--- src/rtl/load_pkg.sv ---
// Shared definitions for the load alignment path:
// load-type codes, FSM states and the per-type alignment mask.
package load_pkg;

  localparam logic [5:0] T_LW  = 6'b000110;
  localparam logic [5:0] T_LH  = 6'b010001;
  localparam logic [5:0] T_LB  = 6'b010010;
  localparam logic [5:0] T_LHU = 6'b010011;
  localparam logic [5:0] T_LBU = 6'b010100;
  localparam logic [5:0] T_LD  = 6'b000111;

  typedef enum logic [1:0] {
    IDLE,
    WAIT,
    RESP,
    DRAIN
  } state_t;

  // Address bits that must be zero; LD only counts on a 64-bit bus.
  function automatic logic [2:0] align_mask(
    input logic [5:0] t,
    input logic       wide
  );
    logic [2:0] m;
    m = 3'b000;
    case (t)
      T_LW:        m = 3'b011;
      T_LH, T_LHU: m = 3'b001;
      T_LD:        m = wide ? 3'b111 : 3'b000;
      default:     m = 3'b000;
    endcase
    return m;
  endfunction

endpackage

--- src/rtl/load_align_unit_if.sv ---
// Request, memory and response signals of the load path.
// slave is the load unit side, master the MEM-stage/memory side.
interface load_align_unit_if #(
  parameter int DATA_W = 32,
  parameter int ADDR_W = 32,
  parameter int TYPE_W = 6
);

  logic              in_valid;
  logic              in_ready;
  logic [ADDR_W-1:0] in_addr;
  logic [TYPE_W-1:0] in_type;
  logic              mem_req;
  logic [ADDR_W-1:0] mem_addr;
  logic              mem_ack;
  logic [DATA_W-1:0] mem_rdata;
  logic              out_valid;
  logic              out_ready;
  logic [DATA_W-1:0] out_data;
  logic              out_exc;

  modport slave (
    input  in_valid, in_addr, in_type,
    input  mem_ack, mem_rdata, out_ready,
    output in_ready, mem_req, mem_addr,
    output out_valid, out_data, out_exc
  );

  modport master (
    output in_valid, in_addr, in_type,
    output mem_ack, mem_rdata, out_ready,
    input  in_ready, mem_req, mem_addr,
    input  out_valid, out_data, out_exc
  );

endinterface

--- src/rtl/lane_extract.sv ---
// Selects the addressed byte/halfword/word lane of a memory word
// and sign- or zero-extends it to the full bus width.
module lane_extract
  import load_pkg::*;
#(
  parameter int DATA_W = 32,
  parameter int OW     = $clog2(DATA_W / 8)
) (
  input  logic [DATA_W-1:0] rdata,
  input  logic [OW-1:0]     offset,
  input  logic [5:0]        typ,
  output logic [DATA_W-1:0] res
);

  logic [DATA_W-1:0] sh;

  always_comb begin
    sh  = rdata >> {offset, 3'b000};
    res = rdata;
    unique case (1'b1)
      typ == T_LB:  res = DATA_W'($signed(sh[7:0]));
      typ == T_LBU: res = DATA_W'(sh[7:0]);
      typ == T_LH:  res = DATA_W'($signed(sh[15:0]));
      typ == T_LHU: res = DATA_W'(sh[15:0]);
      typ == T_LW:  res = DATA_W'($signed(sh[31:0]));
      default:      res = rdata;
    endcase
  end

endmodule

--- src/rtl/load_align_unit.sv ---
// Handshaked load path: align check, word read from a variable
// latency memory, lane extraction and flush handling.
module load_align_unit
  import load_pkg::*;
#(
  parameter int DATA_W = 32,
  parameter int ADDR_W = 32,
  parameter int TYPE_W = 6
) (
  input logic clk,
  input logic reset,
  input logic flush,
  load_align_unit_if.slave bus
);

  localparam int OW = $clog2(DATA_W / 8);

  state_t            state;
  logic [OW-1:0]     off_q;
  logic [5:0]        type_q;
  logic [DATA_W-1:0] lane;
  logic              mis;

  assign bus.in_ready = (state == IDLE) && !flush;

  assign mis = |(bus.in_addr[2:0] &
                 align_mask(6'(bus.in_type), DATA_W == 64));

  lane_extract #(
    .DATA_W (DATA_W)
  ) u_lane (
    .rdata  (bus.mem_rdata),
    .offset (off_q),
    .typ    (type_q),
    .res    (lane)
  );

  always_ff @(posedge clk) begin
    if (reset) begin
      state         <= IDLE;
      off_q         <= '0;
      type_q        <= '0;
      bus.mem_req   <= 1'b0;
      bus.mem_addr  <= '0;
      bus.out_valid <= 1'b0;
      bus.out_data  <= '0;
      bus.out_exc   <= 1'b0;
    end else begin
      unique case (state)
        IDLE: begin
          if (bus.in_valid && bus.in_ready) begin
            off_q  <= bus.in_addr[OW-1:0];
            type_q <= 6'(bus.in_type);
            if (mis) begin
              state         <= RESP;
              bus.out_valid <= 1'b1;
              bus.out_exc   <= 1'b1;
              bus.out_data  <= '0;
            end else begin
              state        <= WAIT;
              bus.mem_req  <= 1'b1;
              bus.mem_addr <= {bus.in_addr[ADDR_W-1:OW],
                               {OW{1'b0}}};
            end
          end
        end
        WAIT: begin
          if (bus.mem_ack) begin
            bus.mem_req <= 1'b0;
            if (flush) begin
              state <= IDLE;
            end else begin
              state         <= RESP;
              bus.out_valid <= 1'b1;
              bus.out_data  <= lane;
              bus.out_exc   <= 1'b0;
            end
          end else if (flush) begin
            // read already issued: must still absorb its ack
            state <= DRAIN;
          end
        end
        RESP: begin
          if (flush || bus.out_ready) begin
            state         <= IDLE;
            bus.out_valid <= 1'b0;
          end
        end
        DRAIN: begin
          if (bus.mem_ack) begin
            state       <= IDLE;
            bus.mem_req <= 1'b0;
          end
        end
      endcase
    end
  end

endmodule
--- src/flat_wrapper.sv ---
// flat-port wrapper written by rule: the top's interface ports become plain ports
module load_align_unit_flat import load_pkg::*;
#(
  parameter int DATA_W = 32,
  parameter int ADDR_W = 32,
  parameter int TYPE_W = 6
)
  (clk, reset, flush, bus_in_valid, bus_in_addr, bus_in_type, bus_mem_ack, bus_mem_rdata, bus_out_ready, bus_in_ready, bus_mem_req, bus_mem_addr, bus_out_valid, bus_out_data, bus_out_exc);
  load_align_unit_if #(.DATA_W(DATA_W), .ADDR_W(ADDR_W), .TYPE_W(TYPE_W)) bus_i ();
  input logic clk;
  input logic reset;
  input logic flush;
  input wire logic [$bits(bus_i.in_valid)-1:0] bus_in_valid;
  input wire logic [$bits(bus_i.in_addr)-1:0] bus_in_addr;
  input wire logic [$bits(bus_i.in_type)-1:0] bus_in_type;
  input wire logic [$bits(bus_i.mem_ack)-1:0] bus_mem_ack;
  input wire logic [$bits(bus_i.mem_rdata)-1:0] bus_mem_rdata;
  input wire logic [$bits(bus_i.out_ready)-1:0] bus_out_ready;
  output wire logic [$bits(bus_i.in_ready)-1:0] bus_in_ready;
  output wire logic [$bits(bus_i.mem_req)-1:0] bus_mem_req;
  output wire logic [$bits(bus_i.mem_addr)-1:0] bus_mem_addr;
  output wire logic [$bits(bus_i.out_valid)-1:0] bus_out_valid;
  output wire logic [$bits(bus_i.out_data)-1:0] bus_out_data;
  output wire logic [$bits(bus_i.out_exc)-1:0] bus_out_exc;
  assign bus_i.in_valid = bus_in_valid;
  assign bus_i.in_addr = bus_in_addr;
  assign bus_i.in_type = bus_in_type;
  assign bus_i.mem_ack = bus_mem_ack;
  assign bus_i.mem_rdata = bus_mem_rdata;
  assign bus_i.out_ready = bus_out_ready;
  assign bus_in_ready = bus_i.in_ready;
  assign bus_mem_req = bus_i.mem_req;
  assign bus_mem_addr = bus_i.mem_addr;
  assign bus_out_valid = bus_i.out_valid;
  assign bus_out_data = bus_i.out_data;
  assign bus_out_exc = bus_i.out_exc;
  load_align_unit #(.DATA_W(DATA_W), .ADDR_W(ADDR_W), .TYPE_W(TYPE_W)) u_core (.clk(clk), .reset(reset), .flush(flush), .bus(bus_i));
endmodule
--- config.mk ---
export PLATFORM = sky130hd
export DESIGN_NAME = load_align_unit_flat
export DESIGN_NICKNAME = d
export VERILOG_FILES = /design/src/rtl/load_pkg.sv /design/src/rtl/load_align_unit_if.sv /design/src/rtl/lane_extract.sv /design/src/rtl/load_align_unit.sv /design/src/flat_wrapper.sv
export SDC_FILE = /design/constraint.sdc
export NUM_CORES = 1
export LEC_CHECK = 0
export ABC_AREA = 1
export BUFFER_PORTS_ARGS = -buffer_cell sky130_fd_sc_hd__buf_2
export CORE_UTILIZATION = 35
export DETAILED_ROUTE_END_ITERATION = 12
export HOLD_SLACK_MARGIN = 0.03
export PLACE_DENSITY_LB_ADDON = 0.08
export SLEW_MARGIN = 0
export SYNTH_ARGS = -nofsm -noshare
export SYNTH_HDL_FRONTEND = slang
export SYNTH_HIERARCHICAL = 1
export SYNTH_SLANG_ARGS = --single-unit
--- constraint.sdc ---
create_clock -name clk -period 4.73 [get_ports clk]
set_clock_uncertainty 0.1 [all_clocks]
set_input_delay 0.2365 -clock clk [delete_from_list [all_inputs] [get_ports clk]]
set_output_delay 0.2365 -clock clk [all_outputs]
set_load 0.005 [all_outputs]
==> results.txt <==
first-pass GRT wire length: 22.9 mm
CP Capture Type: flip-flop
Crit Reg-Reg Endpoint: u_core/bus.out_data[12]
fin crit share: 57.9%
most used cell, CP: nand2_1
asr flop ratio synth: 0%
CTS hold repair buffers: 0
PwrDens: 473 nW/um2
hpwl dp: 10.3 mm
data required time of the critical path: 4850 ps
Core ar.: 13200 um2
Remaining DRCs: 0
CP max FO: 38
Critical Path Stages: 8
Rel. slew slack: 25.4%
initial core utilization: 35.8%
WL per Instance: 13.2 um
DR vias: 5113
status: finished, final reports clean
mux cell area share after synthesis: 1.48%
crit path max-delay cell type: nand2_1
CTS-repair resized insts: 0
fmax: 365 MHz
Final ANT Viol Nets: 0
die area: 14000 um2
pin count of the biggest net entering global routing: 45
commonest non-fill, non-tap cell in the layout: nand2_1
final max-slew violation count: 0
Die X: 118 um
Peak VDD IR: 0.213 mV
Vert. Die Dim: 118 um
post-synthesis sequential area ratio: 31.8%
fillcell total: 1440
Worst Path Arrival: 2860 ps
main combinational cell family by area after synthesis: simple AND/OR/NAND/NOR gates
WP buf/inv: 2
top_reg_cell synth: dfxtp_1
aggregate global routing overflow: 0
DR pass1 iterations: 5
startpoint types: flip-flop
GRT Total Usage: 20.5%
postcts setup bufs: 0
synthesized instance count: 788
clk slew on worst S/H paths: 60 ps
Leakage Power: 3.11 nW
layout cells sized above 1: 21.0%
vias in the first global route: 4718
Setup CP Type: flip-flop to flip-flop
routed vias/inst: 4.77
Final Wtd Congestion: 0.836
post-synthesis xor/xnor area fraction: 0%
synth unique cells: 33
number of DRC markers in iteration 0: 340
Post-Synth Adder-Cell Area: 0%
Final setup viols: 0
Max Root-Sink Buffers: 2
most frequent cells in the layout: 252 x nand2_1, 141 x buf_2, 108 x nor2_1
Fin. Hold Viols: 0
final setup TNS: 0 ps
Least-Margin Pin Slew: 1110 ps
Cell Area, Synth: 4720 um2
hold crit path type: input port to flip-flop
CTS tree: yes
IO Port Bufs: 141
Clock H-tree levels: 3
Std-Cell Rows: 42
worst reg2reg startpoint: u_core/state[0]
crit-path max cell delay: 690 ps
routed wire length: 14.2 mm
root buffer cell: clkbuf_16
#FFs+latches synth: 75
dpl cell area: 5370 um2
worst-skew pair later-pin latency: 330 ps
Num CTS Buffers: 9
area of the multi-input gates: 2510 um2
design area: 5720 um2
WHS Path Cells: 3
Synth Area in Compound Gates: 9.60%
Layout Nets: 968
Worst Hold Path EP: u_core/off_q[1]
initial antenna violation count: 0
clock sink count: 75
beginning of the worst hold path: bus_in_addr[1]
crit-path cells: nand2_2, inv_2, nand2_1, nand3_1, buf_4, nand2_1, nand2_1, nor2_1
EDFF count, synth: 0
diodes inserted: 0
post-layout util: 43.4%
FF-to-FF path depth: 8
Syn Area/Cell: 5.99 um2
unrepaired setup endpoints after global routing: no
Max-Cap Viols: 0
post-synthesis simple-gate area fraction: 41.9%
I/O Pins: 144
Area growth, synth to finish: 21.2%
Tmin final: 2740 ps
flop2flop setup slack: 1990 ps
Reg area: 1500 um2
CP delay by family, top: simple AND/OR/NAND/NOR gates
synthesis warning total: 6
-- state kept, by name, indices dropped and copies added (netlist names) --
register / count
u_core/bus.out_valid: 1
u_core/off_q: 2
u_core/state: 2
u_core/bus.mem_req: 1
u_core/bus.out_data: 32
u_core/bus.mem_addr: 30
u_core/bus.out_exc: 1
u_core/type_q: 6
-- metrics by stage --
stage	worst slack, ps	total power [mW]	hold WS, ps	cells
global placement	2040	1.91	345	1057
detailed placement	1990	1.93	352	1057
CTS	2020	2.73	42.5	1072
finish	1990	2.71	50.0	1072
global route	1740	2.92	64.4	1072
floorplan	3190	1.64	265	789
-- area by class of cell --
type / count / share of cell area, %
sequential: 75 / 26.3
tap: 176 / 3.85
multi-input combinational: 555 / 43.8
timing repair buffer: 145 / 12.9
clock buffer: 11 / 4.42
inverter: 106 / 7.09
clock inverter: 4 / 1.71
-- how the worst max path moves through the flow --
stage | start | to
CTS | u_core/state[0] | u_core/bus.out_data[12]
global placement | bus_in_type[4] | u_core/bus.out_data[26]
detailed placement | bus_in_type[4] | u_core/bus.out_data[26]
finish | u_core/state[0] | u_core/bus.out_data[12]
floorplan | u_core/type_q[4] | u_core/bus.out_data[22]
global route | u_core/state[0] | u_core/bus.out_data[12]
-- cells by family (layout without fill, tap and decap cells) --
family                 after synthesis  in the layout
and+or+nand+nor                    462            462
buffers and inverters              159            266
DFF                                 75             75
AOI/OAI and AO/OA                   84             84
other                                1              2
muxes                                7              7
-- report_power, final --
part           internal (mW)  switching (mW)  total [mW]
Sequential             0.762          0.0731       0.836
Clock                  0.541           0.252       0.793
Combinational          0.366           0.713        1.08
-- tightest hold or removal path, delay by kind of cell --
family | cells | cell delay (ps)
and+or+nand+nor | 2 | 120
buffers and inverters | 1 | 90
-- cells in the mapped netlist, types with 8 or more instances --
| master | n | area, um2 |
|---|---|---|
| a21oi_1 | 44 | 220 |
| buf_2 | 17 | 85.1 |
| buf_6 | 10 | 113 |
| clkbuf_1 | 20 | 75.1 |
| dfxtp_1 | 75 | 1500 |
| inv_1 | 96 | 360 |
| inv_2 | 8 | 30.0 |
| nand2_1 | 252 | 946 |
| nand3_1 | 46 | 230 |
| nand4_1 | 29 | 181 |
| nor2_1 | 108 | 405 |
| o21ai_0 | 24 | 120 |
-- layer usage --
layer | up-vias | wire (um) | track usage (%)
met5 | - | 0 | 0
li1 | 2648 | - | -
met2 | 155 | 6630 | 33.5
met1 | 2280 | 6240 | 25.9
met3 | 30 | 871 | 4.51
met4 | 0 | 407 | 8.81
Power figures use the tool's default switching activity.
